File: src/rtl/qsec_countdown_if.sv
// Bus between the game controller and the quarter-second countdown timer.
// Command semantics (no valid/ready pair): ld is a single-cycle command
// qualified only by itself, always accepted at the edge where it is high;
// qsec is a one-cycle strobe; run is a level. All slave outputs are registered
// state or decoded from registered state only.
interface qsec_countdown_if #(
   parameter int SEC_W = 4
);
   logic             qsec;
   logic             ld;
   logic [SEC_W-1:0] sec_in;
   logic             run;
   logic [SEC_W-1:0] time_bits;
   logic             busy;
   logic             done;
   logic             expired;
   logic             flash;
   logic [1:0]       state_dbg;

   modport master (
      output qsec, ld, sec_in, run,
      input  time_bits, busy, done, expired, flash, state_dbg
   );

   modport slave (
      input  qsec, ld, sec_in, run,
      output time_bits, busy, done, expired, flash, state_dbg
   );
endinterface

File: src/rtl/qsec_countdown.sv
// Loadable countdown timer: holds a whole-second budget as a count of
// quarter ticks, decrements on qsec while run is high, pulses done on reaching
// zero and then blinks flash until the next load or reset.
module qsec_countdown #(
   parameter int SEC_W = 4,
   parameter int QW    = 2
) (
   input  logic                    clk,
   input  logic                    Rn,
   qsec_countdown_if.slave         bus
);

   localparam int CW = SEC_W + QW;

   typedef enum logic [1:0] {
      S_IDLE    = 2'd0,
      S_ARMED   = 2'd1,
      S_EXPIRED = 2'd2
   } state_t;

   state_t          state_q, state_d;
   logic [CW-1:0]   cnt_q, cnt_d;
   logic            done_q, done_d;
   logic            flash_q, flash_d;

   // Next-state logic: load beats counting; reset is applied in the register.
   always_comb begin
      state_d = state_q;
      cnt_d   = cnt_q;
      done_d  = 1'b0;
      flash_d = flash_q;
      if (bus.ld) begin
         cnt_d   = {bus.sec_in, {QW{1'b0}}};
         flash_d = 1'b0;
         state_d = (bus.sec_in != '0) ? S_ARMED : S_IDLE;
      end else begin
         case (state_q)
            S_ARMED: begin
               // A qsec seen while paused is simply dropped.
               if (bus.qsec && bus.run) begin
                  cnt_d = cnt_q - CW'(1);
                  if (cnt_q == CW'(1)) begin
                     state_d = S_EXPIRED;
                     done_d  = 1'b1;
                  end
               end
            end
            S_EXPIRED: begin
               // Count is pinned at zero so it can never wrap.
               cnt_d = '0;
               if (bus.qsec) begin
                  flash_d = ~flash_q;
               end
            end
            default: begin
               state_d = state_q;
            end
         endcase
      end
   end

   // State registers with synchronous active-low reset.
   always_ff @(posedge clk) begin
      if (!Rn) begin
         state_q <= S_IDLE;
         cnt_q   <= '0;
         done_q  <= 1'b0;
         flash_q <= 1'b0;
      end else begin
         state_q <= state_d;
         cnt_q   <= cnt_d;
         done_q  <= done_d;
         flash_q <= flash_d;
      end
   end

   // Remaining seconds rounded up: any leftover quarter counts as a second.
   assign bus.time_bits = cnt_q[CW-1:QW] + SEC_W'(|cnt_q[QW-1:0]);
   assign bus.busy      = (state_q == S_ARMED);
   assign bus.expired   = (state_q == S_EXPIRED);
   assign bus.done      = done_q;
   assign bus.flash     = flash_q;
   assign bus.state_dbg = state_q;

endmodule

File: src/flat_wrapper.sv
// flat-port wrapper written by rule: the top's interface ports become plain ports
module qsec_countdown_flat 
#(
   parameter int SEC_W = 4,
   parameter int QW    = 2
)
  (clk, Rn, bus_qsec, bus_ld, bus_sec_in, bus_run, bus_time_bits, bus_busy, bus_done, bus_expired, bus_flash, bus_state_dbg);
  qsec_countdown_if #(.SEC_W(SEC_W)) bus_i ();
  input  logic clk;
  input  logic Rn;
  input wire logic [$bits(bus_i.qsec)-1:0] bus_qsec;
  input wire logic [$bits(bus_i.ld)-1:0] bus_ld;
  input wire logic [$bits(bus_i.sec_in)-1:0] bus_sec_in;
  input wire logic [$bits(bus_i.run)-1:0] bus_run;
  output wire logic [$bits(bus_i.time_bits)-1:0] bus_time_bits;
  output wire logic [$bits(bus_i.busy)-1:0] bus_busy;
  output wire logic [$bits(bus_i.done)-1:0] bus_done;
  output wire logic [$bits(bus_i.expired)-1:0] bus_expired;
  output wire logic [$bits(bus_i.flash)-1:0] bus_flash;
  output wire logic [$bits(bus_i.state_dbg)-1:0] bus_state_dbg;
  assign bus_i.qsec = bus_qsec;
  assign bus_i.ld = bus_ld;
  assign bus_i.sec_in = bus_sec_in;
  assign bus_i.run = bus_run;
  assign bus_time_bits = bus_i.time_bits;
  assign bus_busy = bus_i.busy;
  assign bus_done = bus_i.done;
  assign bus_expired = bus_i.expired;
  assign bus_flash = bus_i.flash;
  assign bus_state_dbg = bus_i.state_dbg;
  qsec_countdown #(.SEC_W(SEC_W), .QW(QW)) u_core (.clk(clk), .Rn(Rn), .bus(bus_i));
endmodule
File: config.mk
export PLATFORM = sky130hd
export DESIGN_NAME = qsec_countdown_flat
export DESIGN_NICKNAME = d
export VERILOG_FILES = /design/src/rtl/qsec_countdown_if.sv /design/src/rtl/qsec_countdown.sv /design/src/flat_wrapper.sv
export SDC_FILE = /design/constraint.sdc
export NUM_CORES = 1
export LEC_CHECK = 0
export CAP_MARGIN = 10
export CORE_MARGIN = 8
export CORE_UTILIZATION = 28
export CTS_CLUSTER_DIAMETER = 50
export DETAILED_ROUTE_END_ITERATION = 8
export GPL_TIMING_DRIVEN = 0
export HOLD_SLACK_MARGIN = 0.15
export PLACE_DENSITY = 0.63
export SYNTH_ARGS = -nofsm -noshare
export SYNTH_HDL_FRONTEND = slang
export SYNTH_SLANG_ARGS = --single-unit
File: constraint.sdc
create_clock -name clk -period 2.15 [get_ports clk]
set_clock_uncertainty 0.1 [all_clocks]
set_input_delay 0.43 -clock clk [delete_from_list [all_inputs] [get_ports clk]]
set_output_delay 0.43 -clock clk [all_outputs]
set_load 0.05 [all_outputs]
==> impl_metrics.env <==
export IMPL_die_height_um=62.0
export IMPL_drv_slew=0
export IMPL_worstReg2RegStart="u_core.bus.state_dbg[1]$_SDFFE_PN0P_"
export IMPL_worstHoldStart="u_core.cnt_q[0]$_SDFFE_PP0P_"
export IMPL_cp_slowest_cell="dfxtp_2"
export IMPL_grt_ovfl_total=0
export IMPL_finalHoldViolCount=0
export IMPL_io_pins=19
export IMPL_cap_violations=0
export IMPL_max_slew_worst_pin_slew_ps=505
export IMPL_ys_seq_elements=10
export IMPL_mappedNetlistNets=86
export IMPL_finalSetupViolCount=0
export IMPL_fin_crit_ps=2070
export IMPL_antennaDiodeCount=0
export IMPL_slew_headroom_pct=66.2
export IMPL_yosysWarnings=0
export IMPL_worstSetupStartpoint="u_core.cnt_q[0]$_SDFFE_PP0P_"
export IMPL_slowest_delay_ps=350
export IMPL_worst_slack_ps=79.3
export IMPL_dp_hpwl_um=1240
export IMPL_vdd_ir_drop_max_uv=323
export IMPL_start_util_pct=29.9
export IMPL_leakage_uw=0.000352
export IMPL_die_x_um=62.0
export IMPL_busiest_layer="met2"
export IMPL_critPathTopFamily="adder cells"
export IMPL_wl_um=1600
export IMPL_ant_nets=0
export IMPL_clock_latency_ps=260
export IMPL_first_pass_iters=4
export IMPL_path_max_fanout=4
export IMPL_hp_class="flip-flop to flip-flop"
export IMPL_regToRegSetupSlack_ps=470
export IMPL_syn_to_final_growth_pct=47.1
export IMPL_path_clk_slew_ps=80
export IMPL_grt_start_max_net_pins=11
export IMPL_grt_pass1_wl_um=2450
export IMPL_cts_tree="built"
export IMPL_syn_area_um2=592
export IMPL_root_buffer="clkbuf_4"
export IMPL_final_common_cell="clkdlybuf4s50_1"
export IMPL_wire_per_inst_um=13.2
export IMPL_path_depth=7
export IMPL_numClockSinks=10
export IMPL_end_kind="output port"
export IMPL_cts_buffer_depth=2
export IMPL_crit_chain="inv_1 > ha_2 > inv_1 > ha_4 > ha_4 > xor2_2 > buf_6"
export IMPL_fin_crit_sh_pct=96.3
export IMPL_syn_inst=73
export IMPL_yosysSeqAreaShare_pct=33.8
export IMPL_globalRouteMet1Util_pct=8.77
export IMPL_htreeDepth=1
export IMPL_syn_avg_cell_area_um2=8.11
export IMPL_use_met3_pct=4.32
export IMPL_crit_buf_inv=3
export IMPL_netlist_cell_type_count=30
export IMPL_drtIter0Drc=14
export IMPL_rr_endpoint="u_core.cnt_q[3]$_SDFFE_PN0P_"
export IMPL_portBuffers=17
export IMPL_pre_cts_ws_ps=-364
export IMPL_final_nets=108
export IMPL_vias_per_cell=4.88
export IMPL_die_area_mm2=0.00384
export IMPL_fin_tns_setup_ps=0
export IMPL_critPathRequiredTime_ps=1620
export IMPL_cts_setup_buffers=0
export IMPL_synth_area_leaders="dfxtp_1, ha_1, a21oi_1"
export IMPL_synth_top_area_share_pct=33.8
export IMPL_crit_arrival_ps=1540
export IMPL_grt_use_met2_pct=14.3
export IMPL_post_route_util_pct=43.9
export IMPL_rsz0062_at_grt="false"
export IMPL_track_usage_pct=8.45
export IMPL_antenna_found_initial=0
export IMPL_drive_gt1_share_pct=22.3
export IMPL_grt_pass1_vias=602
export IMPL_critical_path_class="flip-flop to output port"
export IMPL_numCtsBuffers=3
export IMPL_fmax_mhz=483
export IMPL_synth_area_leader_cell="dfxtp_1"
export IMPL_cp_endpoint="bus_time_bits[2]"
export IMPL_drc_errors=0
export IMPL_ctsHoldBuffers=0
export IMPL_vias=591
export IMPL_mostFrequentLayoutCells="clkdlybuf4s50_1, dfxtp_1, inv_1, a21oi_1, nor2_1"
export IMPL_r2r_cells=5
export IMPL_outcome="completed"
export IMPL_startpoint_type="flip-flop"
export IMPL_rows=16
export IMPL_core_area_mm2=0.00198
export IMPL_p_per_area_mw_per_mm2=578
export IMPL_place_congestion=0.726
==> registers in the layout, summed over array words and instances, names as in the netlist <==
name,count
u_core.cnt_q,6
u_core.bus.state_dbg,2
u_core.bus.done,1
u_core.bus.flash,1
==> worst reg2reg max path: stages, from the launching register on <==
cell	delay [ps]
dfxtp_1	400
and4b_1	210
buf_2	150
or3_4	360
o21a_1	120
o221a_1	230
==> how the worst min path moves through the flow <==
stage,endpoint,slack (ps),cells after the start
after global routing,u_core.bus.state_dbg[1]$_SDFFE_PN0P_,430,2
after CTS,u_core.cnt_q[0]$_SDFFE_PP0P_,390,2
after detailed placement,u_core.bus.state_dbg[1]$_SDFFE_PN0P_,390,2
after floorplan,u_core.cnt_q[0]$_SDFFE_PP0P_,370,2
after global placement,u_core.bus.state_dbg[1]$_SDFFE_PN0P_,380,2
final,u_core.cnt_q[0]$_SDFFE_PP0P_,390,2
==> through the flow <==
| stage | instances | total power [µW] | area, µm² | hold WS (ps) |
|---|---|---|---|---|
| 2_1_floorplan | 73 | 289 | 607 | 368 |
| 3_3_place_gp | 117 | 330 | 811 | 382 |
| 3_5_place_dp | 117 | 332 | 811 | 394 |
| 4_1_cts | 121 | 501 | 842 | 394 |
| 5_1_grt | 121 | 527 | 871 | 431 |
| 6_report | 121 | 504 | 871 | 386 |
==> where the power goes <==
part / total [µW] / switching [µW] / internal [µW]
Combinational: 123 / 70.5 / 52.7
Sequential: 207 / 14.3 / 193
Clock: 173 / 70.3 / 103
Total: 504 / 155 / 349
==> layer usage <==
layer | up-vias | share of wire, %
li1 | 296 | -
met1 | 269 | 45
met2 | 24 | 44
met3 | 2 | 11
met4 | 0 | 0.56
met5 | - | 0
==> synth_stat cells, drive strengths merged <==
| cell type | number |
|---|---|
| inv | 7 |
| dfxtp | 10 |
| clkbuf | 1 |
| o21ai | 3 |
| nand2b | 4 |
| or2b | 1 |
| a211oi | 2 |
| a31oi | 2 |
| nor3b | 2 |
| nor3 | 2 |
| or2 | 1 |
| ha | 4 |
| and4b | 1 |
| or3 | 2 |
| nor2 | 6 |
| a21oi | 6 |
| a31o | 1 |
| and2b | 1 |
| nand4 | 1 |
| o221a | 1 |
| nand2 | 4 |
| nand4b | 1 |
| and2 | 1 |
| nand3 | 2 |
| buf | 1 |
| xor2 | 2 |
| xnor2 | 1 |
| nor4 | 2 |
| o21a | 1 |
==> cell type report <==
class / count / area [µm²]
flip-flops and latches: 10 / 203
repair buffers: 17 / 159
plain buffers: 2 / 8.76
fillers: 219 / 1110
well taps: 27 / 33.8
multi-input cells: 54 / 404
inverters: 7 / 26.3
clock buffers: 4 / 36.3
==> cell families (layout without fill, tap and decap cells) <==
kind of cell | after synthesis | in the layout | share of synthesized area [%]
AO/OA/AOI/OAI | 16 | 16 | 16.9
XOR/XNOR | 3 | 3 | 4.44
adder cells (fa/ha/maj) | 4 | 4 | 8.46
buffers and inverters | 9 | 30 | 5.92
flip-flops | 10 | 10 | 33.8
AND/OR/NAND/NOR | 31 | 31 | 30.4
==> timing repair <==
item                       CTS  global route
setup endpoints to repair    6             5
pin swaps                    0             1
gates resized for setup     25            13
(Power assumes the default switching activity.)
